[src/rtl/uart_apb_regs_pkg.sv]
// Shared definitions for the UART APB register block: register map, bit indices, parity and read FSM
// encodings, and the optional peripheral/component ID words.
package uart_apb_regs_pkg;

    localparam logic [9:0] A_DATA    = 10'h000;
    localparam logic [9:0] A_STATUS  = 10'h001;
    localparam logic [9:0] A_CTRL    = 10'h002;
    localparam logic [9:0] A_INTSTAT = 10'h003;
    localparam logic [9:0] A_BAUDDIV = 10'h004;
    localparam logic [9:0] A_PARITY  = 10'h005;
    localparam logic [9:0] A_ID_BASE = 10'h3F8;

    localparam int CTRL_TXEN     = 0;
    localparam int CTRL_RXEN     = 1;
    localparam int CTRL_TXINT_EN = 2;
    localparam int CTRL_RXINT_EN = 3;
    localparam int CTRL_TXOVR_EN = 4;
    localparam int CTRL_RXOVR_EN = 5;

    localparam int INT_TX    = 0;
    localparam int INT_RX    = 1;
    localparam int INT_TXOVR = 2;
    localparam int INT_RXOVR = 3;

    localparam int ST_TX_FULL     = 0;
    localparam int ST_RX_NONEMPTY = 1;
    localparam int ST_TX_EMPTY    = 2;
    localparam int ST_RX_FULL     = 3;

    localparam logic [3:0] ID_REV = 4'h1;

    typedef enum logic [1:0] {
        PAR_NONE = 2'b00,
        PAR_ODD  = 2'b01,
        PAR_EVEN = 2'b10,
        PAR_RSVD = 2'b11
    } parity_e;

    typedef enum logic [1:0] {
        ST_IDLE   = 2'd0,
        ST_RDWAIT = 2'd1,
        ST_RDDONE = 2'd2
    } rd_state_e;

    // PID0..PID3 then CID0..CID3; PID3 high nibble carries the ECO revision
    function automatic logic [7:0] id_word(input logic [2:0] idx, input logic [3:0] eco);
        case (idx)
            3'd0:    return 8'h11;
            3'd1:    return 8'h10;
            3'd2:    return {ID_REV, 4'h4};
            3'd3:    return {eco, 4'h0};
            3'd4:    return 8'h0D;
            3'd5:    return 8'hF0;
            3'd6:    return 8'h05;
            default: return 8'hB1;
        endcase
    endfunction

endpackage

[src/rtl/uart_apb_regs_if.sv]
// APB3 completer bus bundle between the system bus and the UART register block.
interface uart_apb_regs_if;
    logic        PSEL;
    logic        PENABLE;
    logic        PWRITE;
    logic [11:2] PADDR;
    logic [31:0] PWDATA;
    logic [31:0] PRDATA;
    logic        PREADY;
    logic        PSLVERR;

    modport master (
        output PSEL, PENABLE, PWRITE, PADDR, PWDATA,
        input  PRDATA, PREADY, PSLVERR
    );

    modport slave (
        input  PSEL, PENABLE, PWRITE, PADDR, PWDATA,
        output PRDATA, PREADY, PSLVERR
    );
endinterface

[src/rtl/uart_apb_regs_fifo.sv]
// Synchronous FIFO, head visible combinationally; push/pop take effect on the clock edge.
// Caller qualifies push/pop (no push when full unless popping, no pop when empty).
module uart_apb_regs_fifo #(
    parameter  int DEPTH = 4,
    parameter  int W     = 8,
    localparam int PTR_W = $clog2(DEPTH),
    localparam int CNT_W = PTR_W + 1
) (
    input  logic             clk_i,
    input  logic             rst_i,
    input  logic             push_i,
    input  logic [W-1:0]     din_i,
    input  logic             pop_i,
    output logic [W-1:0]     dout_o,
    output logic             full_o,
    output logic             empty_o,
    output logic [CNT_W-1:0] count_o
);

    logic [W-1:0]     mem_q [DEPTH];
    logic [PTR_W-1:0] wptr_q, rptr_q;
    logic [CNT_W-1:0] count_q;

    always_ff @(posedge clk_i) begin
        if (rst_i) begin
            wptr_q  <= '0;
            rptr_q  <= '0;
            count_q <= '0;
            for (int i = 0; i < DEPTH; i++) mem_q[i] <= '0;
        end else begin
            if (push_i) begin
                mem_q[wptr_q] <= din_i;
                wptr_q        <= wptr_q + PTR_W'(1);
            end
            if (pop_i) rptr_q <= rptr_q + PTR_W'(1);
            count_q <= count_q + CNT_W'(push_i) - CNT_W'(pop_i);
        end
    end

    assign dout_o  = mem_q[rptr_q];
    assign full_o  = (count_q == CNT_W'(DEPTH));
    assign empty_o = (count_q == '0);
    assign count_o = count_q;

endmodule

[src/rtl/uart_apb_regs.sv]
// UART APB3 register block: zero-wait writes, one-wait-state reads, TX/RX byte FIFOs, sticky interrupts.
// UART_APB_REGS_ID_EN maps read-only ID words at PADDR 0x3F8..0x3FF; otherwise those addresses error.
module uart_apb_regs
    import uart_apb_regs_pkg::*;
#(
    parameter int FIFO_DEPTH = 4,
    parameter int BAUD_W     = 20
) (
    input  logic              PCLK,
    input  logic              PRESET,
    uart_apb_regs_if.slave    apb,
    input  logic [3:0]        ECOREVNUM,
    output logic [7:0]        TXDATA,
    output logic              TXVALID,
    input  logic              TXREADY,
    input  logic [7:0]        RXDATA,
    input  logic              RXVALID,
    output logic [BAUD_W-1:0] BAUDDIV,
    output logic              TXEN,
    output logic              RXEN,
    output logic [1:0]        PARITY,
    output logic              TXINT,
    output logic              RXINT,
    output logic              TXOVRINT,
    output logic              RXOVRINT,
    output logic              UARTINT
);

    localparam int CNT_W = $clog2(FIFO_DEPTH) + 1;

    logic [6:0]        ctrl_q;
    logic [3:0]        intstat_q, intstat_d;
    logic [BAUD_W-1:0] baud_q;
    parity_e           parity_q;
    logic [3:0]        irq_q;
    logic              uartint_q;
    logic [31:0]       prdata_q;
    rd_state_e         state_q;

    logic              access, wr_acc, rd_cap;
    logic              addr_ok, baud_bad, wr_err;
    logic [31:0]       rdata;

    logic [7:0]        tx_dout, rx_dout;
    logic              tx_full, tx_empty, rx_full, rx_empty;
    logic [CNT_W-1:0]  tx_count, rx_count;
    logic              tx_wr, tx_push, tx_pop, tx_ovr, tx_drain;
    logic              rx_in, rx_push, rx_pop, rx_ovr;
    logic [3:0]        int_en, intstat_set, intstat_clr;
    logic              unused_ok;

    assign access = apb.PSEL & apb.PENABLE;
    assign wr_acc = access & apb.PWRITE;
    // First access cycle of a read is the wait state; the second (RDDONE) completes it
    assign rd_cap = access & ~apb.PWRITE & (state_q != ST_RDDONE);

    always_comb begin
        addr_ok = 1'b1;
        rdata   = '0;
        case (apb.PADDR)
            A_DATA:    rdata = rx_empty ? 32'h0 : {24'h0, rx_dout};
            A_STATUS:  rdata = {24'h0, 4'(rx_count), rx_full, tx_empty, ~rx_empty, tx_full};
            A_CTRL:    rdata = {25'h0, ctrl_q};
            A_INTSTAT: rdata = {28'h0, intstat_q};
            A_BAUDDIV: rdata = 32'(baud_q);
            A_PARITY:  rdata = {30'h0, parity_q};
            default: begin
`ifdef UART_APB_REGS_ID_EN
                if (apb.PADDR >= A_ID_BASE) rdata = {24'h0, id_word(apb.PADDR[4:2], ECOREVNUM)};
                else addr_ok = 1'b0;
`else
                addr_ok = 1'b0;
`endif
            end
        endcase
    end

    assign baud_bad = apb.PWDATA[BAUD_W-1:0] < BAUD_W'(16);
    assign wr_err   = ~addr_ok | ((apb.PADDR == A_BAUDDIV) & baud_bad);

    assign apb.PREADY  = ~rd_cap;
    assign apb.PSLVERR = access & ~rd_cap & (apb.PWRITE ? wr_err : ~addr_ok);
    assign apb.PRDATA  = (access && state_q == ST_RDDONE) ? prdata_q : 32'h0;

    // A full FIFO that pops in the same cycle still accepts the push
    assign tx_pop   = TXVALID & TXREADY;
    assign tx_wr    = wr_acc & (apb.PADDR == A_DATA);
    assign tx_push  = tx_wr & (~tx_full | tx_pop);
    assign tx_ovr   = tx_wr & tx_full & ~tx_pop;
    assign tx_drain = tx_pop & ~tx_push & (tx_count == CNT_W'(1));

    assign rx_in   = RXVALID & ctrl_q[CTRL_RXEN];
    assign rx_pop  = rd_cap & (apb.PADDR == A_DATA) & ~rx_empty;
    assign rx_push = rx_in & (~rx_full | rx_pop);
    assign rx_ovr  = rx_in & rx_full & ~rx_pop;

    uart_apb_regs_fifo #(.DEPTH(FIFO_DEPTH), .W(8)) u_tx_fifo (
        .clk_i   (PCLK),
        .rst_i   (PRESET),
        .push_i  (tx_push),
        .din_i   (apb.PWDATA[7:0]),
        .pop_i   (tx_pop),
        .dout_o  (tx_dout),
        .full_o  (tx_full),
        .empty_o (tx_empty),
        .count_o (tx_count)
    );

    uart_apb_regs_fifo #(.DEPTH(FIFO_DEPTH), .W(8)) u_rx_fifo (
        .clk_i   (PCLK),
        .rst_i   (PRESET),
        .push_i  (rx_push),
        .din_i   (RXDATA),
        .pop_i   (rx_pop),
        .dout_o  (rx_dout),
        .full_o  (rx_full),
        .empty_o (rx_empty),
        .count_o (rx_count)
    );

    assign int_en      = {ctrl_q[CTRL_RXOVR_EN], ctrl_q[CTRL_TXOVR_EN],
                          ctrl_q[CTRL_RXINT_EN], ctrl_q[CTRL_TXINT_EN]};
    assign intstat_set = {rx_ovr, tx_ovr, rx_push, tx_drain};
    assign intstat_clr = (wr_acc && apb.PADDR == A_INTSTAT) ? apb.PWDATA[3:0] : 4'h0;
    assign intstat_d   = (intstat_q & ~intstat_clr) | intstat_set;

    always_ff @(posedge PCLK) begin
        if (PRESET) begin
            ctrl_q    <= '0;
            intstat_q <= '0;
            baud_q    <= '0;
            parity_q  <= PAR_NONE;
            irq_q     <= '0;
            uartint_q <= 1'b0;
            prdata_q  <= '0;
            state_q   <= ST_IDLE;
        end else begin
            if (wr_acc && apb.PADDR == A_CTRL) ctrl_q <= apb.PWDATA[6:0];
            if (wr_acc && apb.PADDR == A_BAUDDIV && !baud_bad) baud_q <= apb.PWDATA[BAUD_W-1:0];
            if (wr_acc && apb.PADDR == A_PARITY) parity_q <= parity_e'(apb.PWDATA[1:0]);
            intstat_q <= intstat_d;
            irq_q     <= intstat_q & int_en;
            uartint_q <= |(intstat_q & int_en);
            case (state_q)
                ST_IDLE: begin
                    if (rd_cap) begin
                        prdata_q <= rdata;
                        state_q  <= ST_RDDONE;
                    end else if (apb.PSEL && !apb.PENABLE && !apb.PWRITE) begin
                        state_q <= ST_RDWAIT;
                    end
                end
                ST_RDWAIT: begin
                    if (rd_cap) begin
                        prdata_q <= rdata;
                        state_q  <= ST_RDDONE;
                    end else if (!apb.PSEL) begin
                        state_q <= ST_IDLE;
                    end
                end
                ST_RDDONE: begin
                    prdata_q <= '0;
                    state_q  <= ST_IDLE;
                end
                default: state_q <= ST_IDLE;
            endcase
        end
    end

    assign TXDATA   = tx_dout;
    assign TXVALID  = ctrl_q[CTRL_TXEN] & ~tx_empty;
    assign BAUDDIV  = baud_q;
    assign TXEN     = ctrl_q[CTRL_TXEN];
    assign RXEN     = ctrl_q[CTRL_RXEN];
    assign PARITY   = (parity_q == PAR_RSVD) ? PAR_NONE : parity_q;
    assign TXINT    = irq_q[INT_TX];
    assign RXINT    = irq_q[INT_RX];
    assign TXOVRINT = irq_q[INT_TXOVR];
    assign RXOVRINT = irq_q[INT_RXOVR];
    assign UARTINT  = uartint_q;

    assign unused_ok = ^{ECOREVNUM, apb.PWDATA};

endmodule

[src/flat_wrapper.sv]
// flat-port wrapper written by rule: the top's interface ports become plain ports
module uart_apb_regs_flat import uart_apb_regs_pkg::*;
#(
    parameter int FIFO_DEPTH = 4,
    parameter int BAUD_W     = 20
)
  (PCLK, PRESET, ECOREVNUM, TXDATA, TXVALID, TXREADY, RXDATA, RXVALID, BAUDDIV, TXEN, RXEN, PARITY, TXINT, RXINT, TXOVRINT, RXOVRINT, UARTINT, apb_PSEL, apb_PENABLE, apb_PWRITE, apb_PADDR, apb_PWDATA, apb_PRDATA, apb_PREADY, apb_PSLVERR);
  uart_apb_regs_if apb_i ();
  input  logic PCLK;
  input  logic PRESET;
  input  logic [3:0] ECOREVNUM;
  output logic [7:0] TXDATA;
  output logic TXVALID;
  input  logic TXREADY;
  input  logic [7:0] RXDATA;
  input  logic RXVALID;
  output logic [BAUD_W-1:0] BAUDDIV;
  output logic TXEN;
  output logic RXEN;
  output logic [1:0] PARITY;
  output logic TXINT;
  output logic RXINT;
  output logic TXOVRINT;
  output logic RXOVRINT;
  output logic UARTINT;
  input wire logic [$bits(apb_i.PSEL)-1:0] apb_PSEL;
  input wire logic [$bits(apb_i.PENABLE)-1:0] apb_PENABLE;
  input wire logic [$bits(apb_i.PWRITE)-1:0] apb_PWRITE;
  input wire logic [$bits(apb_i.PADDR)-1:0] apb_PADDR;
  input wire logic [$bits(apb_i.PWDATA)-1:0] apb_PWDATA;
  output wire logic [$bits(apb_i.PRDATA)-1:0] apb_PRDATA;
  output wire logic [$bits(apb_i.PREADY)-1:0] apb_PREADY;
  output wire logic [$bits(apb_i.PSLVERR)-1:0] apb_PSLVERR;
  assign apb_i.PSEL = apb_PSEL;
  assign apb_i.PENABLE = apb_PENABLE;
  assign apb_i.PWRITE = apb_PWRITE;
  assign apb_i.PADDR = apb_PADDR;
  assign apb_i.PWDATA = apb_PWDATA;
  assign apb_PRDATA = apb_i.PRDATA;
  assign apb_PREADY = apb_i.PREADY;
  assign apb_PSLVERR = apb_i.PSLVERR;
  uart_apb_regs #(.FIFO_DEPTH(FIFO_DEPTH), .BAUD_W(BAUD_W)) u_core (.PCLK(PCLK), .PRESET(PRESET), .apb(apb_i), .ECOREVNUM(ECOREVNUM), .TXDATA(TXDATA), .TXVALID(TXVALID), .TXREADY(TXREADY), .RXDATA(RXDATA), .RXVALID(RXVALID), .BAUDDIV(BAUDDIV), .TXEN(TXEN), .RXEN(RXEN), .PARITY(PARITY), .TXINT(TXINT), .RXINT(RXINT), .TXOVRINT(TXOVRINT), .RXOVRINT(RXOVRINT), .UARTINT(UARTINT));
endmodule
[config.mk]
export PLATFORM = sky130hd
export DESIGN_NAME = uart_apb_regs_flat
export DESIGN_NICKNAME = d
export VERILOG_FILES = /design/src/rtl/uart_apb_regs_pkg.sv /design/src/rtl/uart_apb_regs_if.sv /design/src/rtl/uart_apb_regs_fifo.sv /design/src/rtl/uart_apb_regs.sv /design/src/flat_wrapper.sv
export SDC_FILE = /design/constraint.sdc
export NUM_CORES = 1
export LEC_CHECK = 0
export ABC_CLOCK_PERIOD_IN_PS = 8680
export BUFFER_PORTS_ARGS = -buffer_cell sky130_fd_sc_hd__buf_2
export CORE_MARGIN = 2
export CORE_UTILIZATION = 30
export DETAILED_ROUTE_END_ITERATION = 12
export PLACE_DENSITY = 0.49
export SLEW_MARGIN = 10
export SYNTH_ARGS = -nofsm -noshare
export SYNTH_HDL_FRONTEND = slang
export SYNTH_SLANG_ARGS = --single-unit
[constraint.sdc]
create_clock -name PCLK -period 8.68 [get_ports PCLK]
set_input_delay 0.434 -clock PCLK [delete_from_list [all_inputs] [get_ports PCLK]]
set_output_delay 0.434 -clock PCLK [all_outputs]
set_load 0.02 [all_outputs]
==> results of run 1 <==
==> registers in the layout (all words and copies together) (netlist names), named ones only <==
name and cells:
u_core.u_tx_fifo.mem_q 32, u_core.u_rx_fifo.mem_q 32, u_core.parity_q 2, u_core.intstat_q 4
u_core.u_tx_fifo.rptr_q 2, u_core.state_q 2, u_core.prdata_q 20, u_core.u_rx_fifo.count_o 3
u_core.irq_q 4, u_core.u_tx_fifo.wptr_q 2, u_core.UARTINT 1, u_core.ctrl_q 7
u_core.u_rx_fifo.rptr_q 2, u_core.u_tx_fifo.count_o 3, u_core.BAUDDIV 20, u_core.u_rx_fifo.wptr_q 2
==> how the worst max path moves through the flow <==
stage                             endpoint  slack (ps)  cells past startpoint
6_report       u_core.u_rx_fifo.count_o[2]        5120                     14
5_1_grt        u_core.u_rx_fifo.count_o[2]        4930                     14
4_1_cts        u_core.u_rx_fifo.count_o[2]        5110                     14
3_5_place_dp   u_core.u_rx_fifo.count_o[2]        4650                     14
3_3_place_gp   u_core.u_rx_fifo.count_o[2]        4680                     14
2_1_floorplan  u_core.u_rx_fifo.count_o[2]        5410                     14
==> cell type report <==
type                    instances  area share
inverters                      11    0.005165
repair buffers                116     0.07638
well taps                     280     0.04383
multi-input cells             417      0.3659
clock buffers                  17     0.05322
clock inverters                15     0.01972
flip-flops and latches        142      0.4357
==> synth_stat cells (6+ instances only) <==
| cell type | n | share of area |
|---|---|---|
| sky130_fd_sc_hd__dfxtp_1 | 78 | 0.23 |
| sky130_fd_sc_hd__inv_1 | 11 | 0.0062 |
| sky130_fd_sc_hd__a211oi_1 | 6 | 0.0068 |
| sky130_fd_sc_hd__nor4_1 | 9 | 0.0085 |
| sky130_fd_sc_hd__edfxtp_1 | 64 | 0.29 |
| sky130_fd_sc_hd__nand4_1 | 25 | 0.023 |
| sky130_fd_sc_hd__buf_1 | 6 | 0.0034 |
| sky130_fd_sc_hd__clkbuf_1 | 32 | 0.018 |
| sky130_fd_sc_hd__and2_1 | 52 | 0.049 |
| sky130_fd_sc_hd__nand3_1 | 10 | 0.0075 |
| sky130_fd_sc_hd__nor2_1 | 45 | 0.025 |
| sky130_fd_sc_hd__mux2i_1 | 12 | 0.018 |
| sky130_fd_sc_hd__buf_4 | 12 | 0.014 |
| sky130_fd_sc_hd__a21oi_1 | 33 | 0.025 |
| sky130_fd_sc_hd__mux4_2 | 16 | 0.054 |
| sky130_fd_sc_hd__nand2_1 | 25 | 0.014 |
| sky130_fd_sc_hd__o21ai_0 | 27 | 0.020 |
| sky130_fd_sc_hd__nor2b_1 | 11 | 0.010 |
| sky130_fd_sc_hd__a22oi_1 | 17 | 0.019 |
| sky130_fd_sc_hd__nor4b_1 | 9 | 0.012 |
| sky130_fd_sc_hd__nor3_1 | 29 | 0.022 |
==> per-layer routing <==
metal	global-route usage	share of wire
met5	0	0
met4	0.05776	0.020
met3	0.03828	0.052
met2	0.2684	0.48
met1	0.2188	0.45
==> cells by family (layout without fill, tap and decap cells) <==
logic type      count (synthesis)  after routing  share of synthesized area
flops                         142            142                     0.5230
simple gates                  245            245                     0.2157
compound gates                118            118                     0.1180
buf+inv                        66            159                    0.04584
other cells                     1             12                  0.0005631
xor+xnor                        6              6                   0.007892
mux                            30             30                    0.07552
fa+ha+maj                       6              6                    0.01353
==> critical path, cell delays in order <==
cell	delay, ps
sky130_fd_sc_hd__buf_2	110
sky130_fd_sc_hd__or4_4	640
sky130_fd_sc_hd__nor4_4	710
sky130_fd_sc_hd__a21oi_2	110
sky130_fd_sc_hd__buf_4	260
sky130_fd_sc_hd__or2_2	310
sky130_fd_sc_hd__ha_1	300
sky130_fd_sc_hd__inv_1	50
sky130_fd_sc_hd__ha_1	120
sky130_fd_sc_hd__inv_1	50
sky130_fd_sc_hd__fa_1	380
sky130_fd_sc_hd__xor2_1	170
sky130_fd_sc_hd__xnor2_1	130
sky130_fd_sc_hd__nor2_1	50
==> power by group through the flow <==
stage	registers, mW	clock network (mW)	logic (mW)
6_report	0.712	0.721	0.0726
5_1_grt	0.713	0.765	0.0787
4_1_cts	0.712	0.735	0.0728
3_5_place_dp	0.727	0	0.0724
3_3_place_gp	0.726	0	0.0715
2_1_floorplan	0.725	0	0.0425
==> metrics.txt, run 1 <==
# TYPE chip_impl_metric gauge
chip_impl_metric{name="filler_cell_count",unit=""} 2175
chip_impl_metric{name="share_comb_of_total_power",unit=""} 0.048
chip_impl_metric{name="fmaxAchievable",unit="MHz"} 281.2
chip_impl_metric{name="multiInputGateArea",unit="µm²"} 2925
chip_impl_metric{name="power_leakage",unit="nW"} 2.992
chip_impl_metric{name="synth.distinct_cells",unit=""} 63
chip_impl_metric{name="dpl_worst_slack",unit="ps"} 4653
chip_impl_metric{name="cts_repair_resize_count",unit=""} 0
chip_impl_info{name="hold-path-endpoint",value="u_core.BAUDDIV[12]"} 1
chip_impl_metric{name="timing.critical_path.arrival",unit="ps"} 3840
chip_impl_metric{name="timing.final.crit_share",unit=""} 0.4097
chip_impl_metric{name="ys_async_sr_fraction",unit=""} 0
chip_impl_info{name="timing.hold.worst.start",value="apb_PWDATA[12]"} 1
chip_impl_metric{name="netSwitchingFraction",unit=""} 0.2470
chip_impl_metric{name="vias",unit=""} 5239
chip_impl_metric{name="stdcell_count",unit=""} 998
chip_impl_info{name="critical_path.reg2reg.startpoint",value="u_core.u_rx_fifo.count_o[1]"} 1
chip_impl_metric{name="hold_slack",unit="ps"} 277.4
chip_impl_metric{name="powerDensity",unit="nW/µm²"} 188.3
chip_impl_metric{name="post-route-util",unit=""} 0.3663
chip_impl_metric{name="worst_ep_required_time",unit="ps"} 8970
chip_impl_metric{name="hold_path_depth",unit=""} 3
chip_impl_metric{name="max_cap_viol_count",unit=""} 0
chip_impl_info{name="commonest_non_fill_non_tap_cells_in_the_layout",value="sky130_fd_sc_hd__buf_2, sky130_fd_sc_hd__dfxtp_1, sky130_fd_sc_hd__edfxtp_1"} 1
chip_impl_metric{name="fp.coreArea",unit="µm²"} 21820
chip_impl_metric{name="cts.path.max_buffers",unit=""} 2
chip_impl_metric{name="worst_pin_slew",unit="ps"} 1090
chip_impl_metric{name="drtAntennaViolNets",unit=""} 0
chip_impl_metric{name="final-setup-viol-count",unit=""} 0
chip_impl_metric{name="design.portCount",unit=""} 133
chip_impl_metric{name="grt_use_total",unit=""} 0.1658
chip_impl_metric{name="drive_gt1_frac",unit=""} 0.2632
chip_impl_metric{name="worst-path-max-fanout",unit=""} 30
chip_impl_metric{name="final.setup_skew",unit="ps"} 11.03
chip_impl_metric{name="synthesis.area_per_instance",unit="µm²"} 10.85
chip_impl_metric{name="initial_utilization",unit=""} 0.3052
chip_impl_info{name="worstSetupPathType",value="in2reg"} 1
chip_impl_metric{name="count_of_final_max_slew_check_failures",unit=""} 0
chip_impl_metric{name="io_buffers",unit=""} 104
chip_impl_metric{name="avgViaCountPerCell",unit=""} 5.249
chip_impl_metric{name="insertedDiodeCount",unit=""} 0
chip_impl_metric{name="place.gp.congestion",unit=""} 0.7839
chip_impl_info{name="endpoint_kind",value="flop"} 1
chip_impl_metric{name="holdBufCountCts",unit=""} 0
chip_impl_metric{name="clock-sinks",unit=""} 142
chip_impl_info{name="regToRegEndpoint",value="u_core.u_rx_fifo.count_o[2]"} 1
chip_impl_metric{name="ir_drop",unit="mV"} 0.1364
chip_impl_metric{name="cts-buffers-inserted",unit=""} 17
chip_impl_metric{name="dieWidth",unit="µm"} 153
chip_impl_info{name="mostFrequentLayoutCell",value="sky130_fd_sc_hd__buf_2"} 1
chip_impl_metric{name="die_height",unit="µm"} 153
chip_impl_metric{name="power_report.internal_total",unit="mW"} 1.134
chip_impl_metric{name="synth-seq-cells",unit=""} 142
chip_impl_metric{name="antenna_found_initial",unit=""} 0
chip_impl_metric{name="yosys_warnings",unit=""} 0
chip_impl_info{name="status",value="finished clean"} 1
chip_impl_metric{name="postCtsSetupBuffers",unit=""} 0
chip_impl_metric{name="route.final.wire_length",unit="µm"} 19040
chip_impl_metric{name="die_area",unit="µm²"} 23410
chip_impl_info{name="cts_tree",value="yes"} 1
chip_impl_metric{name="timing.max_slew.rel_slack",unit=""} 0.2722
chip_impl_metric{name="totalPowerFinal",unit="mW"} 1.505
chip_impl_metric{name="detail_route.drc_violations",unit=""} 0
chip_impl_info{name="synth_top_flop_cell",value="sky130_fd_sc_hd__dfxtp_1"} 1
chip_impl_metric{name="inst_count_dp",unit=""} 966
chip_impl_metric{name="worst-r2r-setup-slack",unit="ps"} 5440
chip_impl_metric{name="fin_crit",unit="ps"} 3556
chip_impl_metric{name="htree_num_levels",unit=""} 4
chip_impl_metric{name="power.net_switching",unit="mW"} 0.3718
chip_impl_metric{name="maximum_number_of_pins_on_one_net_before_global_route_repair",unit=""} 80
chip_impl_metric{name="p_clk_frac",unit=""} 0.479
chip_impl_metric{name="syn2layout_area_growth",unit="%"} 20.03
chip_impl_metric{name="seq_power_share",unit=""} 0.473
chip_impl_info{name="cp-start-kind",value="input port"} 1
chip_impl_metric{name="dpl_cell_area",unit="µm²"} 7411
chip_impl_info{name="cts-root-buf",value="sky130_fd_sc_hd__clkbuf_16"} 1
chip_impl_metric{name="std_cell_rows",unit=""} 54
chip_impl_metric{name="dr.pass1.iters",unit=""} 5
chip_impl_metric{name="regArea",unit="µm²"} 3483
chip_impl_metric{name="synth-seq-area-share",unit=""} 0.5230
chip_impl_metric{name="r2r.worst_path.cells",unit=""} 13
chip_impl_metric{name="finalWorstSetupSlack",unit="ps"} 5124
chip_impl_info{name="worst_hold_check_path_type",value="in2reg"} 1
chip_impl_info{name="grt_setup_unrepaired",value="no"} 1
chip_impl_metric{name="insertion_delay",unit="ps"} 430
chip_impl_metric{name="drt-initial-drc-count",unit=""} 258
chip_impl_metric{name="routed_wire_length_per_instance",unit="µm"} 19.07
chip_impl_metric{name="tns",unit="ps"} 0
chip_impl_metric{name="area_of_the_mapped_netlist",unit="µm²"} 6660
chip_impl_info{name="worstSetupStartpoint",value="apb_PADDR[7]"} 1
chip_impl_metric{name="timing.final.hold_violations",unit=""} 0
chip_impl_metric{name="number_of_nets_in_the_finished_design",unit=""} 772
chip_impl_metric{name="final_cell_area",unit="µm²"} 7994
chip_impl_metric{name="synthesis.instances",unit=""} 614
chip_impl_metric{name="grt_pass1_wl",unit="µm"} 30180
chip_impl_metric{name="cts.clk_slew.worst_paths",unit="ps"} 60
chip_impl_metric{name="synth-edff-count",unit=""} 64
chip_impl_metric{name="place.detailed.hpwl",unit="µm"} 13190
chip_impl_metric{name="via_count_of_the_first_global_routing_pass",unit=""} 5204
chip_impl_metric{name="overflow",unit=""} 0
(Power assumes the default switching activity.)
==> inputs of run 2 (changes only) <==
- ABC_CLOCK_PERIOD_IN_PS: 8680 -> 2950
- PLACE_DENSITY: 0.49 -> 0.5
- clock period: 8.68 -> 2.95 ns (I/O delays scaled with it)
==> run 2 against run 1 <==
Sequential power grew to 2.9 times the previous value. Worst hold slack worse by 250 ps. Global-route usage decreased by 0.098 points. Routed wire length is 0.25% lower. Sequential share of layout area decreased by 1.2 points. Sequential cell count stayed put. Critical endpoint is now u_core.u_tx_fifo.count_o[2]. Combinational power increased to 3.2 times the previous value. Critical path type is now reg2reg. Critical path depth decreased by 3. Clock power rose to 3.0 times the previous value. Count of clock-buffer cells in the layout is 1 higher. Cell count grew 2.8%. Non-clock buffer count is 28 higher.
==> metrics.txt, run 2 (synthesis results as in run 1) <==
# TYPE chip_impl_metric gauge
chip_impl_metric{name="routed_wire_length_per_instance",unit="µm"} 18.51
chip_impl_metric{name="drive_gt1_frac",unit=""} 0.2802
chip_impl_metric{name="dpl_worst_slack",unit="ps"} -98.56
chip_impl_metric{name="detailroute.wirelength.met2",unit="µm"} 8856
chip_impl_metric{name="number_of_nets_in_the_finished_design",unit=""} 800
chip_impl_metric{name="insertion_delay",unit="ps"} 430
chip_impl_metric{name="cts_repair_resize_count",unit=""} 0
chip_impl_metric{name="count_of_final_max_slew_check_failures",unit=""} 0
chip_impl_metric{name="timing.final.crit_share",unit=""} 0.9217
chip_impl_info{name="cp-start-kind",value="flop"} 1
chip_impl_metric{name="clock-sinks",unit=""} 142
chip_impl_metric{name="worst-path-max-fanout",unit=""} 6
chip_impl_info{name="worst_hold_check_path_type",value="in2reg"} 1
chip_impl_metric{name="cts.path.max_buffers",unit=""} 2
chip_impl_metric{name="cts-buffers-inserted",unit=""} 17
chip_impl_info{name="commonest_non_fill_non_tap_cells_in_the_layout",value="sky130_fd_sc_hd__buf_2, sky130_fd_sc_hd__dfxtp_1, sky130_fd_sc_hd__edfxtp_1"} 1
chip_impl_metric{name="initial_utilization",unit=""} 0.3052
chip_impl_metric{name="stdcell_count",unit=""} 1026
chip_impl_info{name="mostFrequentLayoutCell",value="sky130_fd_sc_hd__buf_2"} 1
chip_impl_metric{name="timing.max_slew.rel_slack",unit=""} 0.3263
chip_impl_metric{name="dieWidth",unit="µm"} 153
chip_impl_info{name="worstSetupPathType",value="reg2reg"} 1
chip_impl_metric{name="final-setup-viol-count",unit=""} 0
chip_impl_metric{name="drt-initial-drc-count",unit=""} 372
chip_impl_metric{name="die_height",unit="µm"} 153
chip_impl_metric{name="powerDensity",unit="nW/µm²"} 544.7
chip_impl_metric{name="postCtsSetupBuffers",unit=""} 0
chip_impl_metric{name="detail_route.drc_violations",unit=""} 0
chip_impl_metric{name="ir_drop",unit="mV"} 0.2736
chip_impl_metric{name="final.setup_skew",unit="ps"} 10.32
chip_impl_metric{name="htree_num_levels",unit=""} 4
chip_impl_metric{name="fp.coreArea",unit="µm²"} 21820
chip_impl_metric{name="avgViaCountPerCell",unit=""} 5.163
chip_impl_metric{name="grt_pass1_wl",unit="µm"} 30150
chip_impl_metric{name="route.final.wire_length",unit="µm"} 18990
chip_impl_metric{name="io_buffers",unit=""} 104
chip_impl_metric{name="met1_length",unit="µm"} 8725
chip_impl_metric{name="antenna_found_initial",unit=""} 0
chip_impl_metric{name="dr.pass1.iters",unit=""} 5
chip_impl_metric{name="die_area",unit="µm²"} 23410
chip_impl_metric{name="vias",unit=""} 5297
chip_impl_metric{name="worst_ep_required_time",unit="ps"} 3230
chip_impl_metric{name="fmaxAchievable",unit="MHz"} 367.8
chip_impl_metric{name="fin_crit",unit="ps"} 2719
chip_impl_info{name="cts-root-buf",value="sky130_fd_sc_hd__clkbuf_16"} 1
chip_impl_metric{name="std_cell_rows",unit=""} 54
chip_impl_metric{name="dpl_cell_area",unit="µm²"} 7571
chip_impl_info{name="grt_setup_unrepaired",value="no"} 1
chip_impl_metric{name="insertedDiodeCount",unit=""} 0
chip_impl_metric{name="drtAntennaViolNets",unit=""} 0
chip_impl_metric{name="timing.final.hold_violations",unit=""} 0
chip_impl_metric{name="design.portCount",unit=""} 133
chip_impl_metric{name="inst_count_dp",unit=""} 987
chip_impl_metric{name="max_cap_viol_count",unit=""} 0
chip_impl_metric{name="totalPowerFinal",unit="mW"} 4.482
chip_impl_metric{name="maximum_number_of_pins_on_one_net_before_global_route_repair",unit=""} 79
chip_impl_info{name="cts_tree",value="yes"} 1
chip_impl_info{name="top_signal_layer_used",value="met4"} 1
chip_impl_info{name="status",value="finished clean"} 1
chip_impl_metric{name="final_cell_area",unit="µm²"} 8228
chip_impl_metric{name="finalWorstSetupSlack",unit="ps"} 231.1
chip_impl_metric{name="grt_use_total",unit=""} 0.1648
chip_impl_info{name="endpoint_kind",value="flop"} 1
chip_impl_metric{name="syn2layout_area_growth",unit="%"} 23.54
chip_impl_metric{name="place.detailed.hpwl",unit="µm"} 13700
chip_impl_metric{name="tns",unit="ps"} 0
chip_impl_metric{name="timing.critical_path.arrival",unit="ps"} 3000
chip_impl_metric{name="overflow",unit=""} 0
chip_impl_metric{name="met3_wirelength",unit="µm"} 1005
chip_impl_metric{name="via_count_of_the_first_global_routing_pass",unit=""} 5318
chip_impl_metric{name="holdBufCountCts",unit=""} 7
chip_impl_metric{name="power_leakage",unit="nW"} 3.123
chip_impl_info{name="top_regs",value="u_core.u_rx_fifo.mem_q (32), u_core.u_tx_fifo.mem_q (32)"} 1
chip_impl_metric{name="place.gp.congestion",unit=""} 0.8070
chip_impl_metric{name="worst_pin_slew",unit="ps"} 996.5
chip_impl_metric{name="cts.clk_slew.worst_paths",unit="ps"} 60
-- run 2: layout make-up --
| class | instances | area (µm²) |
|---|---|---|
| clock buffer | 18 | 429.2 |
| clock inverter | 14 | 157.7 |
| fill | 2163 | 13600 |
| inverter | 11 | 41.29 |
| multi-input combinational | 417 | 2928 |
| sequential | 142 | 3483 |
| tap | 280 | 350.3 |
| timing repair buffer | 144 | 838.3 |
-- run 2: per-stage QoR --
step           hold slack (ps)  utilization
2_1_floorplan            289.9            -
3_3_place_gp             426.8       0.3469
3_5_place_dp             426.8       0.3469
4_1_cts                  2.749       0.3770
5_1_grt                  8.366       0.3770
6_report                 23.10       0.3770
-- run 2: worst paths after layout --
path / start / to / slack, ps / cells past startpoint
worst max-delay path: u_core.u_tx_fifo.count_o[1] / u_core.u_tx_fifo.count_o[2] / 230 / 11
worst min-delay path: apb_PWDATA[14] / u_core.BAUDDIV[14] / 20 / 3
worst max register to register: u_core.u_tx_fifo.count_o[1] / u_core.u_tx_fifo.count_o[2] / 230 / 11
worst min register to register: u_core.state_q[1] / u_core.state_q[0] / 480 / 1
-- run 2: critical path, stage by stage (launching register included) --
cell and delay (ps):
sky130_fd_sc_hd__dfxtp_1 470, sky130_fd_sc_hd__nor2_1 130, sky130_fd_sc_hd__a311o_4 390, sky130_fd_sc_hd__or2_2 300, sky130_fd_sc_hd__ha_1 280, sky130_fd_sc_hd__inv_1 60
sky130_fd_sc_hd__ha_1 130, sky130_fd_sc_hd__inv_1 50, sky130_fd_sc_hd__fa_1 370, sky130_fd_sc_hd__xor2_1 200, sky130_fd_sc_hd__xnor2_1 160, sky130_fd_sc_hd__nor2_1 50
-- run 2: layer usage --
| layer | track usage | vias to the layer above |
|---|---|---|
| met5 | 0 | - |
| met2 | 0.2641 | 166 |
| met3 | 0.03544 | 28 |
| li1 | - | 2524 |
| met1 | 0.2196 | 2579 |
| met4 | 0.06217 | 0 |
-- run 2: power by group --
part           internal, mW  switching [mW]  leakage (nW)  total [mW]
combinational        0.0741           0.156          1.57       0.230
sequential             2.08         0.00999          1.28        2.09
clock                  1.26           0.896         0.279        2.16
total                  3.42            1.06          3.12        4.48
